[config.mk]
export PLATFORM = sky130hd
export DESIGN_NAME = axis_deadlock_block_detector
export DESIGN_NICKNAME = d
export VERILOG_FILES = /design/src/rtl/deadlock_monitor_pkg.sv /design/src/rtl/axis_deadlock_block_detector.sv
export SDC_FILE = /design/constraint.sdc
export NUM_CORES = 1
export LEC_CHECK = 0
export CELL_PAD_IN_SITES_DETAIL_PLACEMENT = 0
export CELL_PAD_IN_SITES_GLOBAL_PLACEMENT = 1
export CORE_MARGIN = 4
export CORE_UTILIZATION = 45
export DETAILED_ROUTE_END_ITERATION = 10
export PLACE_DENSITY = 0.79
export SETUP_SLACK_MARGIN = 0.3
export SYNTH_ARGS = -nofsm -noshare
export SYNTH_HDL_FRONTEND = slang
export SYNTH_SLANG_ARGS = --single-unit
[constraint.sdc]
create_clock -name clock -period 4 [get_ports clock]
set_clock_uncertainty 0.1 [all_clocks]
set_input_delay 1.2 -clock clock [delete_from_list [all_inputs] [get_ports clock]]
set_output_delay 1.2 -clock clock [all_outputs]
set_load 0.005 [all_outputs]
[src/rtl/deadlock_monitor_pkg.sv]
// Shared definitions for the kernel deadlock monitor.
//   det_state_t   : one-hot stall-detector FSM encodings
//   BLOCK_CNT_W   : width of the frozen-vector cycle counter
//   EVENT_CNT_W   : width of the block event counter
//   sat_inc_event : saturating increment for the event counter
package deadlock_monitor_pkg;

  typedef enum logic [2:0] {
    ST_IDLE  = 3'b001,
    ST_WATCH = 3'b010,
    ST_BLOCK = 3'b100
  } det_state_t;

  localparam int unsigned BLOCK_CNT_W = 16;
  localparam int unsigned EVENT_CNT_W = 8;

  function automatic logic [EVENT_CNT_W-1:0] sat_inc_event(
    input logic [EVENT_CNT_W-1:0] value
  );
    return (&value) ? value : value + EVENT_CNT_W'(1);
  endfunction

endpackage

[src/rtl/axis_deadlock_block_detector.sv]
// Stall detector for the kernel deadlock monitor. Declares a deadlock once the
// gathered signal vector {axis_block_sigs, inst_block_sigs, inst_idle_sigs}
// has stayed frozen in a blocked, not-all-idle pattern for THRESHOLD edges.
//
// Ports:
//   clock            sole clock, rising edge
//   reset            asynchronous active-low reset
//   axis_block_sigs  [N_AXIS] 1 = AXIS port stalled
//   inst_idle_sigs   [N_PROC] 1 = process idle
//   inst_block_sigs  [N_INST] 1 = process done but not continued
//   block            deadlock declared (level, registered)
//   block_rise       one-cycle pulse on each assertion of block
//   block_axis_snap  [N_AXIS] axis_block_sigs captured when block rises
//   block_events     [8] saturating count of block assertions since reset
module axis_deadlock_block_detector
  import deadlock_monitor_pkg::*;
#(
  parameter int unsigned N_AXIS    = 2,
  parameter int unsigned N_PROC    = 3,
  parameter int unsigned N_INST    = 1,
  parameter int unsigned THRESHOLD = 16
) (
  input  logic                   clock,
  input  logic                   reset,
  input  logic [N_AXIS-1:0]      axis_block_sigs,
  input  logic [N_PROC-1:0]      inst_idle_sigs,
  input  logic [N_INST-1:0]      inst_block_sigs,
  output logic                   block,
  output logic                   block_rise,
  output logic [N_AXIS-1:0]      block_axis_snap,
  output logic [EVENT_CNT_W-1:0] block_events
);

  localparam int unsigned V_W = N_AXIS + N_INST + N_PROC;
  localparam logic [BLOCK_CNT_W-1:0] THR = BLOCK_CNT_W'(THRESHOLD);

  logic [V_W-1:0]         v;
  logic [V_W-1:0]         v_prev;
  logic                   candidate;
  logic                   stable;

  det_state_t             state;
  det_state_t             state_next;
  logic [BLOCK_CNT_W-1:0] cnt;
  logic [BLOCK_CNT_W-1:0] cnt_next;
  logic [BLOCK_CNT_W-1:0] cnt_inc;
  logic                   enter_block;

  logic                   block_q;
  logic                   block_rise_q;
  logic [N_AXIS-1:0]      snap_q;
  logic [EVENT_CNT_W-1:0] events_q;

  assign v         = {axis_block_sigs, inst_block_sigs, inst_idle_sigs};
  assign candidate = ((|axis_block_sigs) || (|inst_block_sigs)) && !(&inst_idle_sigs);
  assign stable    = (v == v_prev);
  assign cnt_inc   = cnt + BLOCK_CNT_W'(1);

  always_comb begin
    state_next  = state;
    cnt_next    = cnt;
    enter_block = 1'b0;
    unique case (state)
      ST_IDLE: begin
        cnt_next = '0;
        if (candidate) begin
          state_next = ST_WATCH;
          cnt_next   = BLOCK_CNT_W'(1);
        end
      end
      ST_WATCH: begin
        if (!candidate) begin
          state_next = ST_IDLE;
          cnt_next   = '0;
        end else if (!stable) begin
          // A vector change always restarts the run, even on the edge that
          // would otherwise have reached THRESHOLD.
          cnt_next = BLOCK_CNT_W'(1);
        end else begin
          cnt_next = cnt_inc;
          if (cnt_inc == THR) begin
            state_next  = ST_BLOCK;
            enter_block = 1'b1;
          end
        end
      end
      ST_BLOCK: begin
        // Exit always passes through idle; a new candidate vector is only
        // counted from the following edge.
        if (!candidate || !stable) begin
          state_next = ST_IDLE;
          cnt_next   = '0;
        end
      end
      default: begin
        state_next = ST_IDLE;
        cnt_next   = '0;
      end
    endcase
  end

  always_ff @(posedge clock or negedge reset) begin
    if (!reset) begin
      state  <= ST_IDLE;
      cnt    <= '0;
      v_prev <= '0;
    end else begin
      state  <= state_next;
      cnt    <= cnt_next;
      v_prev <= v;
    end
  end

  always_ff @(posedge clock or negedge reset) begin
    if (!reset) begin
      block_q      <= 1'b0;
      block_rise_q <= 1'b0;
      snap_q       <= '0;
      events_q     <= '0;
    end else begin
      block_q      <= (state_next == ST_BLOCK);
      block_rise_q <= enter_block;
      if (enter_block) begin
        snap_q   <= axis_block_sigs;
        events_q <= sat_inc_event(events_q);
      end
    end
  end

  assign block           = block_q;
  assign block_rise      = block_rise_q;
  assign block_axis_snap = snap_q;
  assign block_events    = events_q;

endmodule
* After elaboration in Yosys (flattened, before gate mapping)
Cells that the tools add are included.
** Storage, ports and cells
- Output and inout port bits :: 12
- Register bits :: 37
- Logic and storage cells :: 42
- Bits of input ports :: 8
** Cells by class
- Equal/unequal tests :: 7
- Mux-type cells :: 15
- Reductions and logical operators :: 10
- Add/subtract/negate cells :: 2
- Bitwise operators :: 1
** Operators with widths (number)
- 16-bit 2-to-1 mux :: 3
- 16-bit one-hot mux with 3 select lines :: 1
- 16-bit by 1-bit adder with 16-bit output (second input constant) :: 1
- 16-bit by 5-bit == test with 1-bit output (second input constant) :: 1
- 3-bit 2-to-1 mux :: 5
- 3-bit one-hot mux with 3 select lines :: 1
- 8-bit by 1-bit adder with 8-bit output (second input constant) :: 1
- 8-bit AND reduction :: 1
- 3-bit == test (second input constant) :: 2
- 6-bit == test :: 1
- 1-bit 2-to-1 mux :: 5
- 3-bit by 1-bit == test with 1-bit output (second input constant) :: 1
- 3-bit by 2-bit == test with 1-bit output (second input constant) :: 1
- 1-bit zero test :: 3
- 3-bit AND reduction :: 1
- 1-bit logical OR :: 2
- 2-bit inequality test (second input constant) :: 1
- 2-bit AND reduction :: 1
- 2-bit OR reduction :: 1
- 1-bit logical AND :: 1
- 1-bit NOT :: 1

* Depth between registers and ports, before layout
- Word-level depth :: 8
- Mapped depth :: 9

* Worst setup path before layout
No wires, ideal clock.
- Path kind :: input to register
- Start point :: input port inst_idle_sigs[1]
- End point :: register cnt[9]
- Data required time :: 3.790 ns
- Library setup time :: 0.110 ns
- Path slack :: 1.104 ns
- Buffers on the path :: 1
- Arrival time :: 2.686 ns
- Stages :: 8
- Cell sequence :: xnor2_1 -> nand4_1 -> nor3_1 -> nand2_1 -> nor3_1 -> clkbuf_1 -> o21ai_0 -> o41ai_1
** On the way
- Cells in the longest elaborated chain, start to end :: 6
- Elaborated cells between the ends (all ways) :: 11
** RTL lines
- start, declared :: line axis_deadlock_block_detector.sv:26 : input logic [N_PROC-1:0] inst_idle_sigs,
- parallel branches: the longest is 6 deep, another holds 16-bit 2-to-1 mux
- end signal, assigned :: line axis_deadlock_block_detector.sv:109 : cnt <= cnt_next;
- end, declared :: line axis_deadlock_block_detector.sv:44 : logic [BLOCK_CNT_W-1:0] cnt;
Parallel ways; which one is timed is not known.
A chain may end at the register's enable or synchronous reset.

* Worst setup path in the final report
- Start point :: input port axis_block_sigs[1]
- End point :: register snap_q[1] (netlist: block_axis_snap[1])
** On the way
- Cells in the longest elaborated chain, start to end :: 5
- Elaborated cells between the ends (all ways) :: 7
** RTL lines
- start, declared :: line axis_deadlock_block_detector.sv:25 : input logic [N_AXIS-1:0] axis_block_sigs,
- parallel branches: the longest is 5 deep, another holds 6-bit == test
- end signal, assigned :: line axis_deadlock_block_detector.sv:124 : snap_q <= axis_block_sigs;
- end, declared :: line axis_deadlock_block_detector.sv:51 : logic [N_AXIS-1:0] snap_q;
Parallel ways; which one is timed is not known.

==> impl_metrics.prom <==
# TYPE chip_impl_metric gauge
chip_impl_info{name="status",value="finished clean"} 1
chip_impl_metric{name="first_global_vias",unit=""} 1604
chip_impl_metric{name="clock_sinks",unit=""} 37
chip_impl_metric{name="initial_core_utilization",unit="%"} 46.9
chip_impl_metric{name="maxCapViolCount",unit=""} 0
chip_impl_metric{name="io_buffer_count",unit=""} 19
chip_impl_metric{name="boundaryPins",unit=""} 20
chip_impl_metric{name="seq_power_share",unit="%"} 50.1
chip_impl_info{name="dominantRegCellSynth",value="sky130_fd_sc_hd__dfrtp_1"} 1
chip_impl_metric{name="final_instance_area",unit="mm2"} 0.00240
chip_impl_metric{name="syn-mean-instance-area",unit="um2"} 9.56
chip_impl_info{name="worst_setup_path_start_kind",value="input port"} 1
chip_impl_metric{name="net_count_of_the_finished_layout",unit=""} 245
chip_impl_metric{name="slew_violations",unit=""} 0
chip_impl_metric{name="route.antenna.remaining_nets",unit=""} 0
chip_impl_metric{name="worst-slew-pin-transition",unit="ns"} 0.840
chip_impl_metric{name="synth_edf_count",unit=""} 0
chip_impl_metric{name="chipHeight",unit="um"} 75.6
chip_impl_metric{name="mappedNetlistNets",unit=""} 226
chip_impl_metric{name="dp.final_hpwl",unit="um"} 2980
chip_impl_metric{name="power_frac_clock",unit="%"} 40.3
chip_impl_metric{name="routed_via_density",unit=""} 5.69
chip_impl_metric{name="async_flop_share",unit="%"} 100
chip_impl_metric{name="tritoncts.num_buffers",unit=""} 5
chip_impl_metric{name="pin_count_of_the_biggest_net_entering_global_routing",unit=""} 38
chip_impl_metric{name="grt_overflow_total",unit=""} 0
chip_impl_metric{name="route.detailed.drc",unit=""} 0
chip_impl_metric{name="design.core.area",unit="mm2"} 0.00438
chip_impl_metric{name="critical_path_peak_fanout",unit=""} 5
chip_impl_metric{name="antenna_found_initial",unit=""} 0
chip_impl_metric{name="cellLeakagePower",unit="uW"} 0.00107
chip_impl_metric{name="met1_usage",unit="%"} 23.0
chip_impl_metric{name="max_clock_freq",unit="MHz"} 321
chip_impl_info{name="cts_root_buffer",value="sky130_fd_sc_hd__clkbuf_8"} 1
chip_impl_metric{name="clockBufferDepth",unit=""} 2
chip_impl_metric{name="cp_data_required_time",unit="ns"} 4.08
chip_impl_metric{name="final_min_period_over_clock_period",unit="%"} 77.8
chip_impl_metric{name="ys_types",unit=""} 45
chip_impl_metric{name="post_synthesis_instance_area",unit="mm2"} 0.00205
chip_impl_metric{name="setup-tns-final",unit="ns"} 0
chip_impl_metric{name="combPwrFrac",unit="%"} 9.6
chip_impl_metric{name="global_route.usage.total",unit="%"} 17.2
chip_impl_metric{name="clk_latency",unit="ns"} 0.28
chip_impl_metric{name="post_cts_resized",unit=""} 0
chip_impl_info{name="critPathCaptureType",value="flop"} 1
chip_impl_metric{name="sequential_share_of_the_synthesized_area",unit="%"} 45.1
chip_impl_metric{name="wl_per_cell",unit="um"} 14.7
chip_impl_metric{name="power_density",unit="mW/mm2"} 350
chip_impl_metric{name="timing.hold.ws",unit="ns"} 0.400
chip_impl_metric{name="fp.dieArea",unit="mm2"} 0.00571
chip_impl_metric{name="layout_min_cycle_time",unit="ns"} 3.11
chip_impl_info{name="busiest_layer",value="met2"} 1
chip_impl_metric{name="post_cts_buffers",unit=""} 0
chip_impl_metric{name="final_hold_viol_count",unit=""} 0
chip_impl_info{name="setup_repair_after_global_routing_missed_its_margin",value="no"} 1
chip_impl_metric{name="p_switching",unit="uW"} 206
chip_impl_info{name="tritoncts",value="done"} 1
chip_impl_metric{name="ir_drop",unit="mV"} 0.252
chip_impl_metric{name="clk_pin_slew_worst_paths",unit="ns"} 0.08
chip_impl_metric{name="crit_arrival",unit="ns"} 3.19
chip_impl_metric{name="h-tree-depth",unit=""} 2
chip_impl_metric{name="max-slew-margin-rel",unit="%"} 44.0
chip_impl_info{name="hp-class",value="flop to flop"} 1
chip_impl_metric{name="postCtsHoldBufs",unit=""} 0
chip_impl_metric{name="netSwitchingFraction",unit="%"} 24.5
chip_impl_metric{name="power.internal",unit="uW"} 635
chip_impl_metric{name="yosys_warnings",unit=""} 0
chip_impl_metric{name="placedInstanceArea",unit="mm2"} 0.00228
chip_impl_metric{name="number_of_antenna_diodes",unit=""} 0
chip_impl_metric{name="drive_above_1_share",unit="%"} 11.5
chip_impl_metric{name="routabilityCongestion",unit=""} 0.820
chip_impl_metric{name="detail_route.first_pass.iterations",unit=""} 4
chip_impl_info{name="timing_worst_setup_path_type",value="input port to flop"} 1
chip_impl_metric{name="die_x_extent",unit="um"} 75.6
chip_impl_metric{name="fin_util",unit="%"} 54.8
chip_impl_metric{name="drt_iter0_markers",unit=""} 92
chip_impl_metric{name="route.vias.total",unit=""} 1632
chip_impl_metric{name="postSynthCellCount",unit=""} 215
chip_impl_metric{name="count_of_endpoints_failing_setup_in_the_final_report",unit=""} 0
chip_impl_metric{name="grt_pass1_wl",unit="um"} 7520
chip_impl_metric{name="postSynthRegisterBits",unit=""} 37
chip_impl_metric{name="global_route.usage.met3",unit="%"} 3.83
chip_impl_metric{name="wl",unit="um"} 4230
chip_impl_metric{name="grt_util_met2",unit="%"} 27.3
chip_impl_metric{name="std_cell_rows",unit=""} 24
chip_impl_metric{name="area_added_between_synthesis_and_finish",unit="%"} 16.9
-- final cells by class --
cell class              instances  area (um2)
inverters                       4        15.0
clock inverters                 2        37.5
clock buffers                   6        82.6
fillers                       393        1980
well taps                      52        65.1
multi-input cells             162        1050
flip-flops and latches         37         927
repair buffers                 24         223
-- through the flow --
| step | cells | worst slack [ns] | total power, uW |
|---|---|---|---|
| 2_1_floorplan | 215 | 1.10 | 474 |
| 3_3_place_gp | 279 | 0.640 | 502 |
| 3_5_place_dp | 279 | 0.554 | 509 |
| 4_1_cts | 287 | 0.867 | 849 |
| 5_1_grt | 287 | 0.745 | 886 |
| 6_report | 287 | 0.887 | 841 |
-- power groups by stage --
| stage | clock [uW] | combinational [uW] | sequential, uW |
|---|---|---|---|
| floorplan | 0 | 53.1 | 421 |
| global placement | 0 | 76.0 | 426 |
| detailed placement | 0 | 81.9 | 427 |
| CTS | 346 | 82.1 | 420 |
| global route | 369 | 92.5 | 425 |
| finish | 339 | 80.9 | 421 |
-- metal layers --
| layer | wire length, um | vias to the layer above |
|---|---|---|
| met5 | 0 | - |
| met4 | 31 | 0 |
| met3 | 111 | 2 |
| met2 | 2070 | 26 |
| met1 | 2020 | 800 |
| li1 | - | 804 |
-- sequential cells by signal, indices dropped and copies added (netlist names) --
signal,cells
block,1
cnt,16
block_axis_snap,2
v_prev,6
state,3
block_rise,1
block_events,8
-- kinds of logic (layout without fill, tap and decap cells) --
logic type / count (synthesis) / after routing / synth area share [%]
compound gates: 39 / 39 / 12.3
xor+xnor: 21 / 21 / 8.95
mux: 4 / 4 / 2.13
flops: 37 / 37 / 45.1
buf+inv: 16 / 36 / 3.71
fa+ha+maj: 3 / 3 / 1.83
simple gates: 95 / 95 / 25.9
-- synth_stat cells (2+ instances only) --
master / instances / area share (%)
sky130_fd_sc_hd__a21oi_1: 4 / 0.97
sky130_fd_sc_hd__a31oi_1: 2 / 0.61
sky130_fd_sc_hd__and3_1: 7 / 2.1
sky130_fd_sc_hd__and4_1: 2 / 0.85
sky130_fd_sc_hd__buf_2: 4 / 0.97
sky130_fd_sc_hd__buf_4: 3 / 1.1
sky130_fd_sc_hd__clkbuf_1: 5 / 0.91
sky130_fd_sc_hd__dfrtp_1: 36 / 44
sky130_fd_sc_hd__ha_1: 3 / 1.8
sky130_fd_sc_hd__inv_1: 4 / 0.73
sky130_fd_sc_hd__mux2_2: 3 / 1.6
sky130_fd_sc_hd__nand2_1: 21 / 3.8
sky130_fd_sc_hd__nand2b_1: 4 / 1.2
sky130_fd_sc_hd__nand3_1: 15 / 3.7
sky130_fd_sc_hd__nand3b_1: 2 / 0.73
sky130_fd_sc_hd__nand4_1: 6 / 1.8
sky130_fd_sc_hd__nor2_1: 16 / 2.9
sky130_fd_sc_hd__nor2b_1: 2 / 0.61
sky130_fd_sc_hd__nor3_1: 5 / 1.2
sky130_fd_sc_hd__nor3_2: 4 / 1.9
sky130_fd_sc_hd__o21ai_0: 18 / 4.4
sky130_fd_sc_hd__o31ai_1: 5 / 1.8
sky130_fd_sc_hd__or3_1: 3 / 0.91
sky130_fd_sc_hd__xnor2_1: 9 / 3.8
sky130_fd_sc_hd__xor2_1: 12 / 5.1
-- final timing paths --
path                                    startpoint                  to  slack, ns  depth (start not counted)
worst max-delay path            axis_block_sigs[1]  block_axis_snap[1]       0.89                          8
worst min-delay path               block_events[6]     block_events[6]       0.40                          1
worst max register to register              cnt[0]  block_axis_snap[1]       1.09                          7
worst min register to register     block_events[6]     block_events[6]       0.40                          1
max in group asynchronous                    reset             cnt[10]       2.35                          1
min in group asynchronous                    reset              cnt[4]       0.92                          1
-- critical path: stages --
cell and delay, ns:
sky130_fd_sc_hd__clkdlybuf4s50_1 0.55, sky130_fd_sc_hd__xnor2_1 0.15, sky130_fd_sc_hd__nand4_1 0.09, sky130_fd_sc_hd__nor3_1 0.15
sky130_fd_sc_hd__buf_4 0.17, sky130_fd_sc_hd__o2111a_1 0.28, sky130_fd_sc_hd__nand4_1 0.25, sky130_fd_sc_hd__mux2_2 0.35
-- cell usage in the layout, fill, tap and decap left out, types with 6 or more instances in the layout --
cell,n
sky130_fd_sc_hd__nor2_1,16
sky130_fd_sc_hd__dfrtp_1,36
sky130_fd_sc_hd__and3_1,7
sky130_fd_sc_hd__nand3_1,15
sky130_fd_sc_hd__nand4_1,6
sky130_fd_sc_hd__nand2_1,21
sky130_fd_sc_hd__o21ai_0,18
sky130_fd_sc_hd__clkdlybuf4s50_1,18
sky130_fd_sc_hd__xnor2_1,9
sky130_fd_sc_hd__clkbuf_8,6
sky130_fd_sc_hd__xor2_1,12
(Power assumes the default switching activity.)
